## src/rtl/fetch_sequencer.sv

```systemverilog
// Instruction-fetch controller: owns the fetch PC, keeps a single request in flight,
// fills the IF/ID slot and parks one instruction under decode stall, and squashes on redirect.
module fetch_sequencer #(
  parameter int                    INSTR_WIDTH = 32,
  parameter int                    DATA_WIDTH  = 64,
  parameter logic [DATA_WIDTH-1:0] RESET_PC    = '0
) (
  input  logic                   clk,
  input  logic                   reset,
  output logic                   imem_req_valid,
  output logic [DATA_WIDTH-1:0]  imem_req_addr,
  input  logic                   imem_req_ready,
  input  logic                   imem_resp_valid,
  input  logic [INSTR_WIDTH-1:0] imem_resp_data,
  input  logic                   redirect_valid,
  input  logic [DATA_WIDTH-1:0]  redirect_pc,
  input  logic                   id_stall,
  output logic                   ifid_valid,
  output logic [DATA_WIDTH-1:0]  ifid_pc,
  output logic [INSTR_WIDTH-1:0] ifid_instr
);

  typedef enum logic [2:0] {IDLE, REQ, WAIT, HOLD, DROP} state_t;

  state_t                 state_reg, state_next;
  logic [DATA_WIDTH-1:0]  pc_reg, pc_next;
  logic                   ifid_valid_reg, ifid_valid_next;
  logic [DATA_WIDTH-1:0]  ifid_pc_reg, ifid_pc_next;
  logic [INSTR_WIDTH-1:0] ifid_instr_reg, ifid_instr_next;
  logic                   hold_valid_reg, hold_valid_next;
  logic [DATA_WIDTH-1:0]  hold_pc_reg, hold_pc_next;
  logic [INSTR_WIDTH-1:0] hold_instr_reg, hold_instr_next;

  logic [DATA_WIDTH-1:0]  redirect_target;
  logic [DATA_WIDTH-1:0]  pc_inc;
  logic                   slot_free;

  assign redirect_target = redirect_pc & ~DATA_WIDTH'(3);
  assign pc_inc          = pc_reg + DATA_WIDTH'(4);
  assign slot_free       = !ifid_valid_reg || !id_stall;

  always_ff @(posedge clk or negedge reset) begin
    if (!reset) begin
      state_reg      <= IDLE;
      pc_reg         <= RESET_PC;
      ifid_valid_reg <= 1'b0;
      ifid_pc_reg    <= '0;
      ifid_instr_reg <= '0;
      hold_valid_reg <= 1'b0;
      hold_pc_reg    <= '0;
      hold_instr_reg <= '0;
    end else begin
      state_reg      <= state_next;
      pc_reg         <= pc_next;
      ifid_valid_reg <= ifid_valid_next;
      ifid_pc_reg    <= ifid_pc_next;
      ifid_instr_reg <= ifid_instr_next;
      hold_valid_reg <= hold_valid_next;
      hold_pc_reg    <= hold_pc_next;
      hold_instr_reg <= hold_instr_next;
    end
  end

  always_comb begin
    state_next      = state_reg;
    pc_next         = pc_reg;
    hold_valid_next = hold_valid_reg;
    hold_pc_next    = hold_pc_reg;
    hold_instr_next = hold_instr_reg;
    // Decode consumes the slot whenever it is not stalled; loads below override this bubble.
    if (id_stall) begin
      ifid_valid_next = ifid_valid_reg;
      ifid_pc_next    = ifid_pc_reg;
      ifid_instr_next = ifid_instr_reg;
    end else begin
      ifid_valid_next = 1'b0;
      ifid_pc_next    = '0;
      ifid_instr_next = '0;
    end

    if (redirect_valid && state_reg != IDLE) begin
      pc_next         = redirect_target;
      ifid_valid_next = 1'b0;
      ifid_pc_next    = '0;
      ifid_instr_next = '0;
      hold_valid_next = 1'b0;
      hold_pc_next    = '0;
      hold_instr_next = '0;
      // A request already accepted (or still pending) must have its response thrown away.
      case (state_reg)
        REQ:     state_next = imem_req_ready ? DROP : REQ;
        WAIT:    state_next = imem_resp_valid ? REQ : DROP;
        HOLD:    state_next = REQ;
        DROP:    state_next = DROP;
        default: state_next = state_reg;
      endcase
    end else begin
      case (state_reg)
        IDLE: state_next = REQ;
        REQ: if (imem_req_ready) state_next = WAIT;
        WAIT: begin
          if (imem_resp_valid) begin
            pc_next = pc_inc;
            if (slot_free) begin
              ifid_valid_next = 1'b1;
              ifid_pc_next    = pc_reg;
              ifid_instr_next = imem_resp_data;
              state_next      = REQ;
            end else begin
              hold_valid_next = 1'b1;
              hold_pc_next    = pc_reg;
              hold_instr_next = imem_resp_data;
              state_next      = HOLD;
            end
          end
        end
        HOLD: begin
          if (!id_stall) begin
            ifid_valid_next = hold_valid_reg;
            ifid_pc_next    = hold_pc_reg;
            ifid_instr_next = hold_instr_reg;
            hold_valid_next = 1'b0;
            hold_pc_next    = '0;
            hold_instr_next = '0;
            state_next      = REQ;
          end
        end
        DROP: if (imem_resp_valid) state_next = REQ;
        default: state_next = IDLE;
      endcase
    end
  end

  assign imem_req_valid = (state_reg == REQ);
  assign imem_req_addr  = pc_reg;
  assign ifid_valid     = ifid_valid_reg;
  assign ifid_pc        = ifid_pc_reg;
  assign ifid_instr     = ifid_instr_reg;

endmodule

```

## config.mk

```make
export PLATFORM = sky130hd
export DESIGN_NAME = fetch_sequencer
export DESIGN_NICKNAME = d
export VERILOG_FILES = /design/src/rtl/fetch_sequencer.sv
export SDC_FILE = /design/constraint.sdc
export NUM_CORES = 1
export LEC_CHECK = 0
export ABC_AREA = 1
export CAP_MARGIN = 20
export CORE_ASPECT_RATIO = 0.5
export CORE_MARGIN = 5
export CORE_UTILIZATION = 47
export DETAILED_ROUTE_END_ITERATION = 7
export GPL_TIMING_DRIVEN = 0
export PLACE_DENSITY_LB_ADDON = 0.08
export SLEW_MARGIN = 20
export SYNTH_ARGS = -nofsm -noshare
export SYNTH_HDL_FRONTEND = slang
export SYNTH_SLANG_ARGS = --single-unit
export TNS_END_PERCENT = 20
```

## constraint.sdc

```tcl
create_clock -name clk -period 1.8 [get_ports clk]
set_input_delay 0.54 -clock clk [delete_from_list [all_inputs] [get_ports clk]]
set_output_delay 0.54 -clock clk [all_outputs]
set_load 0.05 [all_outputs]
```

# Yosys cells after proc, flatten, opt, wreduce, memory -nomap -nowiden
# Index checks and enable logic that the tools add are counted.
# W data, S select, Z words.
totals:
  reg_bits: 261
  output_inout_bits: 162
  word_cells: 77
classes:
  addsub: 1
  eq_ne: 10
  n_mux: 46
  n_reduce_logical: 12
ops:
  columns: ["operator", "n"]
  rows:
  - ["$mux W64", 12]
  - ["$mux W32", 9]
  - ["$pmux W64 S2", 2]
  - ["$pmux W32 S2", 2]
  - ["$add A64 B3 Y64 const B", 1]
  - ["$mux W3", 7]
  - ["$pmux W3 S5", 1]
  - ["$ne A3 B3 Y1 const B", 4]
  - ["$pmux W3 S4", 1]
  - ["$mux W1", 9]
  - ["$eq A3 B2 Y1 const B", 2]
  - ["$reduce_bool A3 Y1", 2]
  - ["$ne A5 B2 Y1 const B", 1]
  - ["$reduce_and A5 Y1", 1]
  - ["$pmux W1 S2", 2]
  - ["$reduce_and A4 Y1", 1]
  - ["$reduce_bool A2 Y1", 2]
  - ["$eq A3 B1 Y1 const B", 1]
  - ["$eq A3 B3 Y1 const B", 1]
  - ["$logic_not A3 Y1", 1]
  - ["$ne A3 B1 Y1 const B", 1]
  - ["$logic_not A1 Y1", 2]
  - ["$mux W2", 1]
  - ["$reduce_and A2 Y1", 1]
  - ["2 further kinds", 2]

# Logic depth before layout (Yosys ltp)
# Gate-level depths: netlist of the first run.
logic_depth:
  ltp_word: 6
  ltp_mapped: 12
  ltp_nobuf: 12

# Least setup slack after synthesis of the first run
# No wires, ideal clock.
synth_path:
  path_type: "reg-to-reg"
  start: "register state_reg[0]"
  end: "register state_reg[0]"
  t_arrival_ns: 2.174
  required_ns: 1.673
  setup_slack_ns: -0.501
  stages_incl_launch_ff: 9
  path_cell_list: "dfrtp_1 buf_2 inv_1 nor3_1 nand3b_1 nand4_1 nor2_1 o31ai_1 nand2_1"
synth_via:
  word_cells_on_any_way: 16
  cone_classes: "eq/ne: 9; mux: 3; reduce/logical: 4"
synth_lines:
  columns: ["element", "line", "text"]
  rows:
  - ["from (decl)", "25", "state_t state_reg, state_next;"]
  - ["from (signal assigned)", "53", "state_reg <= state_next;"]
  - ["$eq A3 B1 Y1 *", null, null]
  - ["net imem_req_valid", "10", "output logic imem_req_valid,"]
  - ["$ne A5 B2 Y1 (no line), or another cell as far along", null, null]
  - ["$reduce_and A5 Y1 (no line) / $mux W3 (equally long branches)", null, null]
# Mark *: on every way through the listed nets, which the timed path passes. The rest lies on a longest branch.
# A chain may end at the register's enable or synchronous reset.

# Worst setup path in the final report of the first run
layout_path:
  start: "register state_reg[1]"
  end: "output port imem_req_valid"
layout_via:
  elab_chain_len: 1
layout_rtl:
  columns: ["element", "line", "text"]
  rows:
  - ["$eq A3 B1 Y1", "134", "assign imem_req_valid = (state_reg == REQ);"]
  - ["to (decl)", "10", null]
# Every way passes these cells.

==> impl_metrics.json, run 1 <==
{
  "status": "finished, violations left",
  "violations": "setup timing",
  "p_int_mw": 16.1,
  "initialDrtViolationCount": 1644,
  "num_io_pins": 264,
  "path_max_fanout": 5,
  "syn_avg_cell_area_um2": 7.28,
  "slew_headroom_pct": 48.5,
  "required_ns": 1.26,
  "dp_cells": 2486,
  "cts_tree": "built",
  "antenna_found_initial": 0,
  "core_um2": 27900,
  "r2r_start": "state_reg[2]$_DFFE_PN0P_",
  "grt_max_degree": 97,
  "cts_root_buf": "clkbuf_16",
  "drt.antenna.violating_nets": 0,
  "ys_seq_area_share_pct": 48.1,
  "hp-start": "hold_valid_reg$_DFFE_PN0P_",
  "fp.dieW_um": 249,
  "yosys.area.top_type_share_pct": 48.1,
  "finalCriticalPeriod_ns": 1.96,
  "drt_first_pass_iters": 6,
  "syn-cell-area_um2": 13400,
  "fp-row-count": 43,
  "power_density_nw_per_um2": 1660,
  "rsz0062_at_grt": "true",
  "overflow": 0,
  "worstHoldPathCells": 2,
  "p_sw_mw": 15.3,
  "setup-tns-final_ns": -13.87,
  "ys_types": 36,
  "drive_gt1_share_pct": 25.0,
  "synth-edff-count": 0,
  "ff2ff_path_depth": 11,
  "cts_max_path_buffers": 3,
  "fin_skew_ns": 0.0172,
  "cts_buffers": 24,
  "wl_met2_um": 25300,
  "drv_slew": 0,
  "cp.arrival_ns": 1.42,
  "die_area_um2": 32200,
  "synthArstFlopShare_pct": 100,
  "largest_reg_flops": 64,
  "viasPerCell": 5.63,
  "rrSetupSlack_ns": -0.16,
  "yosys_warnings": 0,
  "fin_cells": 2604,
  "crit_type": "register to output port",
  "clkSinkCount": 258,
  "drt-met1-wl_um": 23800,
  "area_growth_pct": 40.8,
  "clock.fmax_ghz": 0.511,
  "synth_seq_cells": 258,
  "p_leak_nw": 8.74,
  "diodes": 0,
  "min_period_over_period_pct": 109,
  "min_to": "hold_valid_reg$_DFFE_PN0P_",
  "wire_per_inst_um": 21.3,
  "clkTransAtPathRegs_ns": 0.07,
  "gp_routability_congestion": 1.01,
  "worstSkewPairLatency_ns": 0.55,
  "worst_pin_slew_ns": 0.772,
  "htree_levels": 1,
  "sw_frac_of_total_pct": 48.6,
  "setup_viol": 266,
  "port_buffers": 258,
  "worst_slack_ns": -0.158,
  "synth_ff_type": "dfrtp_1",
  "ir_drop_uv": 906,
  "routed_wl_um": 55500,
  "synthCells": 1843,
  "nFillCells": 2404,
  "track_usage_pct": 32.7,
  "hold_violations": 0,
  "wl_met3_um": 4620,
  "drc": 0,
  "synth_area_leader_cell": "dfrtp_1",
  "initial_utilization_pct": 48.1,
  "route.top_layer_used": "met4",
  "cap_viol_max_count": 0,
  "cp-start-kind": "register",
  "fin_nets": 2308,
  "p_clk_share_pct": 17.0,
  "p_seq_share_pct": 31.3,
  "die_y_um": 129,
  "grt_pass1_wl_um": 82000,
  "endpoint_kind": "output port",
  "timing.rr.end": "hold_pc_reg[27]$_DFFE_PN0P_",
  "synth.area.top_cells": "dfrtp_1 48%, nand2_1 17%, nand3_1 6.2%, inv_1 4.7%, nor2_1 4.7%",
  "hpwlAfterDp_um": 39900,
  "hold_path.class": "register to register",
  "first_global_vias": 13800,
  "pwr-share-comb_pct": 51.7,
  "num_vias": 14700
}
==> power by group through the flow <==
stage,registers (mW),clock network [mW],logic (mW)
after floorplan,12.4,0,5.58
after global placement,9.85,0,13.3
after detailed placement,9.85,0,13.5
after CTS,9.80,5.37,14.3
after global routing,10.0,5.61,17.2
final,9.83,5.33,16.2
==> cells in the mapped netlist, types with 5 or more instances <==
cell and n:
a211oi_1 7, a21oi_1 17, a31oi_1 63, buf_1 7, buf_2 49, buf_4 8
buf_6 5, clkbuf_1 30, dfrtp_1 258, inv_1 168, inv_2 6, nand2_1 619
nand2_2 5, nand3_1 165, nand4_1 10, nor2_1 168, nor2_2 5, nor3_1 14
o21ai_0 98, o21ai_1 99, o22ai_1 16
==> per-layer routing <==
metal  vias up  GRT usage, %
met5         -             0
li1       6704             -
met3       122          5.54
met4         0          9.92
met1      7112          45.8
met2       728          52.9
==> per-stage QoR <==
stage	util (%)	area, um2	power [mW]	worst slack (ns)	hold slack, ns
floorplan	-	13500	17.9	-0.0123	0.244
global placement	59.2	16500	23.1	-12.08	0.466
detailed placement	59.4	16600	23.3	-0.811	0.474
CTS	64.2	17900	29.5	-0.164	0.492
global route	67.7	18900	32.8	-0.236	0.510
finish	67.7	18900	31.4	-0.158	0.490
==> how the worst max path moves through the flow <==
stage,start,to,slack (ns)
after floorplan,imem_req_addr[20]$_DFFE_PN0P_,imem_req_addr[41]$_DFFE_PN0P_,-0.01
after global placement,reset,imem_req_addr[21]$_DFFE_PN0P_,-12.08
after detailed placement,imem_resp_valid,hold_pc_reg[59]$_DFFE_PN0P_,-0.81
after CTS,state_reg[2]$_DFFE_PN0P_,imem_req_valid,-0.16
after global routing,state_reg[2]$_DFFE_PN0P_,ifid_pc[51]$_DFF_PN0_,-0.24
final,state_reg[1]$_DFFE_PN0P_,imem_req_valid,-0.16
==> kinds of logic after synthesis <==
logic type      Yosys count  share of synthesized area (%)
other cells               1                         0.0279
simple gates            998                           30.4
flops                   258                           48.1
fa+ha+maj                 1                         0.0932
compound gates          310                           12.7
buf+inv                 273                           8.60
xor+xnor                  2                          0.131
==> cell type report <==
type	instances	area (um2)	area share (%)
clock buffer	33	696	3.68
timing repair buffer	335	3200	16.9
buffer	99	837	4.43
tap	382	478	2.53
clock inverter	10	104	0.550
inverter	174	669	3.54
sequential	258	6530	34.6
multi-input combinational	1313	6380	33.8
==> layout by cell type, fill, tap and decap left out, types with 17 or more instances in the layout <==
master / instances
a21oi_1: 17
a31oi_1: 63
buf_2: 32
buf_4: 135
buf_6: 31
clkbuf_16: 26
clkdlybuf4s15_2: 74
clkdlybuf4s50_1: 97
dfrtp_1: 199
dfrtp_2: 59
inv_1: 160
nand2_1: 585
nand2_2: 29
nand3_1: 159
nor2_1: 113
nor2_2: 25
nor2_4: 39
o21ai_0: 86
o21ai_1: 109
==> worst max-delay path, cell delays in order (launching register included) <==
cell     delay, ns
dfrtp_2       0.47
nor3_4        0.22
buf_6         0.19
==> timing repair <==
| item | 4_1_cts | 5_1_grt |
|---|---|---|
| cloned | 0 | 1 |
| setup buffers | 26 | 47 |
| hold buffers | 1 | 0 |
| resized for setup | 908 | 187 |
| endpoints found under the setup margin | 416 | 346 |
| hold endpoints to repair | 56 | 0 |
| pin swaps | 13 | 22 |
No activity file was read; power rests on OpenSTA's default activity.
==> run 2, diff against run 1 <==
--- a/config.mk
+++ b/config.mk
@@ -8,8 +8,8 @@
 export ABC_AREA = 1
 export CAP_MARGIN = 20
 export CORE_ASPECT_RATIO = 0.5
-export CORE_MARGIN = 5
-export CORE_UTILIZATION = 47
+export CORE_MARGIN = 1.5
+export CORE_UTILIZATION = 53
 export DETAILED_ROUTE_END_ITERATION = 7
 export GPL_TIMING_DRIVEN = 0
 export PLACE_DENSITY_LB_ADDON = 0.08
==> constraint.sdc (replaced) <==
create_clock -name clk -period 2 [get_ports clk]
set_input_delay 0.6 -clock clk [delete_from_list [all_inputs] [get_ports clk]]
set_output_delay 0.6 -clock clk [all_outputs]
set_load 0.05 [all_outputs]
==> run 2 against run 1 <==
Effect of this change: the flow finishes with violations (hold timing, setup timing); setup slack improved by 0.069 ns; count of clock-buffer cells in the layout grew 3; sequential power decreased by 10%; global-route usage grew 5.4 points; first-iteration DRC count up 12%; non-clock buffer count is 56 lower; via count is 1.5% lower; largest power group unchanged.
==> impl_metrics.json, run 2 (synthesis results as in run 1) <==
{
  "holdWs_ns": -0.00727,
  "clkSinkCount": 258,
  "cts_root_buf": "clkbuf_16",
  "rsz0062_at_grt": "true",
  "largest_reg_flops": 64,
  "worst_pin_slew_ns": 0.696,
  "htree_levels": 1,
  "cts_buffers": 24,
  "gp_routability_congestion": 0.983,
  "drt.antenna.violating_nets": 0,
  "finalCriticalPeriod_ns": 2.09,
  "diodes": 0,
  "endpoint_kind": "output port",
  "crit_type": "register to output port",
  "initialDrtViolationCount": 1842,
  "p_int_mw": 13.4,
  "power_density_nw_per_um2": 1490,
  "postPlaceCellArea_um2": 16500,
  "drt_first_pass_iters": 7,
  "min_period_over_period_pct": 104,
  "cts_max_path_buffers": 3,
  "track_usage_pct": 38.1,
  "initial_utilization_pct": 54.9,
  "first_global_vias": 13600,
  "path_max_fanout": 5,
  "die_y_um": 116,
  "area_growth_pct": 32.2,
  "layout_commonest_cell": "nand2_1",
  "clkTransAtPathRegs_ns": 0.07,
  "drv_slew": 0,
  "die_area_um2": 26300,
  "antenna_found_initial": 0,
  "p_seq_share_pct": 33.4,
  "overflow": 0,
  "worst_slack_ns": -0.0897,
  "fp-row-count": 40,
  "p_sw_mw": 13.0,
  "setup_viol": 1,
  "slew_headroom_pct": 53.6,
  "final_cell_mix": "611 x nand2_1, 227 x dfrtp_1, 164 x inv_1, 159 x nand3_1, 138 x nor2_1",
  "ir_drop_uv": 987,
  "cp.arrival_ns": 1.49,
  "clock.fmax_ghz": 0.479,
  "status": "finished, violations left",
  "setup-tns-final_ns": -0.0897,
  "fin_nets": 2253,
  "drive_gt1_share_pct": 18.9,
  "routed_wl_um": 50900,
  "viasPerCell": 5.77,
  "p_clk_share_pct": 19.8,
  "cts_tree": "built",
  "cp-start-kind": "register",
  "fin_skew_ns": 0.0130,
  "worstSkewPairLatency_ns": 0.55,
  "stdcell_area_um2": 17700,
  "hold_path.class": "input port to asynchronous set/reset pin",
  "required_ns": 1.40,
  "drc": 0,
  "p_leak_nw": 8.21,
  "hold_violations": 2,
  "grt_pass1_wl_um": 77100,
  "holdBufCountCts": 0,
  "hpwlAfterDp_um": 36100,
  "dp_slack_ns": -0.647,
  "num_io_pins": 264,
  "cap_viol_max_count": 0,
  "core_um2": 24400,
  "wire_per_inst_um": 20.3,
  "violations": "hold timing, setup timing",
  "sw_frac_of_total_pct": 49.3,
  "port_buffers": 258,
  "num_vias": 14500,
  "fp.dieW_um": 228,
  "pwr-share-comb_pct": 46.8,
  "grt_max_degree": 99
}
==> run 2: through the flow <==
step / instances / power, mW / util, %
2_1_floorplan: 1844 / 16.1 / -
3_3_place_gp: 2438 / 20.4 / 67.3
3_5_place_dp: 2440 / 20.6 / 67.5
4_1_cts: 2486 / 25.5 / 71.1
5_1_grt: 2503 / 27.7 / 72.7
6_report: 2503 / 26.4 / 72.7
==> run 2: path summary, 6_finish.rpt <==
| check | from | endpoint | slack [ns] | depth (start not counted) |
|---|---|---|---|---|
| min | reset | ifid_instr[24]$_DFF_PN0_ | -0.007 | 1 |
| min reg2reg | hold_pc_reg[37]$_DFFE_PN0P_ | hold_pc_reg[37]$_DFFE_PN0P_ | 0.49 | 2 |
| max in group asynchronous | reset | imem_req_addr[39]$_DFFE_PN0P_ | 1.05 | 2 |
| min in group clk | hold_pc_reg[37]$_DFFE_PN0P_ | hold_pc_reg[37]$_DFFE_PN0P_ | 0.49 | 2 |
| max reg2reg | imem_req_addr[26]$_DFFE_PN0P_ | imem_req_addr[38]$_DFFE_PN0P_ | 0.06 | 9 |
| max | state_reg[0]$_DFFE_PN0P_ | imem_req_valid | -0.09 | 4 |
==> run 2: final cells by class <==
type                    instances  area [um2]
multi-input cells            1314        6130
repair buffers                279        2530
flip-flops and latches        258        6490
clock buffers                  36         737
fillers                      1964        6680
inverters                     174         656
well taps                     336         420
clock inverters                 7         139
plain buffers                  99         641
==> run 2: worst max-delay path, stage by stage (launching register included) <==
cell     delay [ns]
dfrtp_1        0.35
buf_6          0.12
inv_2          0.06
nor3_4         0.22
buf_6          0.19
==> run 2: per-layer routing <==
metal  routed length [um]  global-route usage, %  vias up
li1                     -                      -     6583
met1                20800                   52.2     6910
met2                22600                   59.7      838
met3                 5760                   9.28      122
met4                 1720                   13.6        0
met5                    0                      0        -
==> run 2: repair_timing <==
action | in CTS | in global routing
cloned | 0 | 1
resized for setup | 642 | 156
endpoints found under the hold margin | 0 | 0
setup endpoints to repair | 365 | 275
buffers inserted | 3 | 16
pin swaps | 3 | 11
==> run 2: power by group through the flow <==
stage | registers (mW) | logic, mW | clock network (mW)
2_1_floorplan | 11.1 | 5.00 | 0
3_3_place_gp | 8.73 | 11.7 | 0
3_5_place_dp | 8.74 | 11.9 | 0
4_1_cts | 8.68 | 11.6 | 5.23
5_1_grt | 9.01 | 13.2 | 5.45
6_report | 8.84 | 12.4 | 5.22
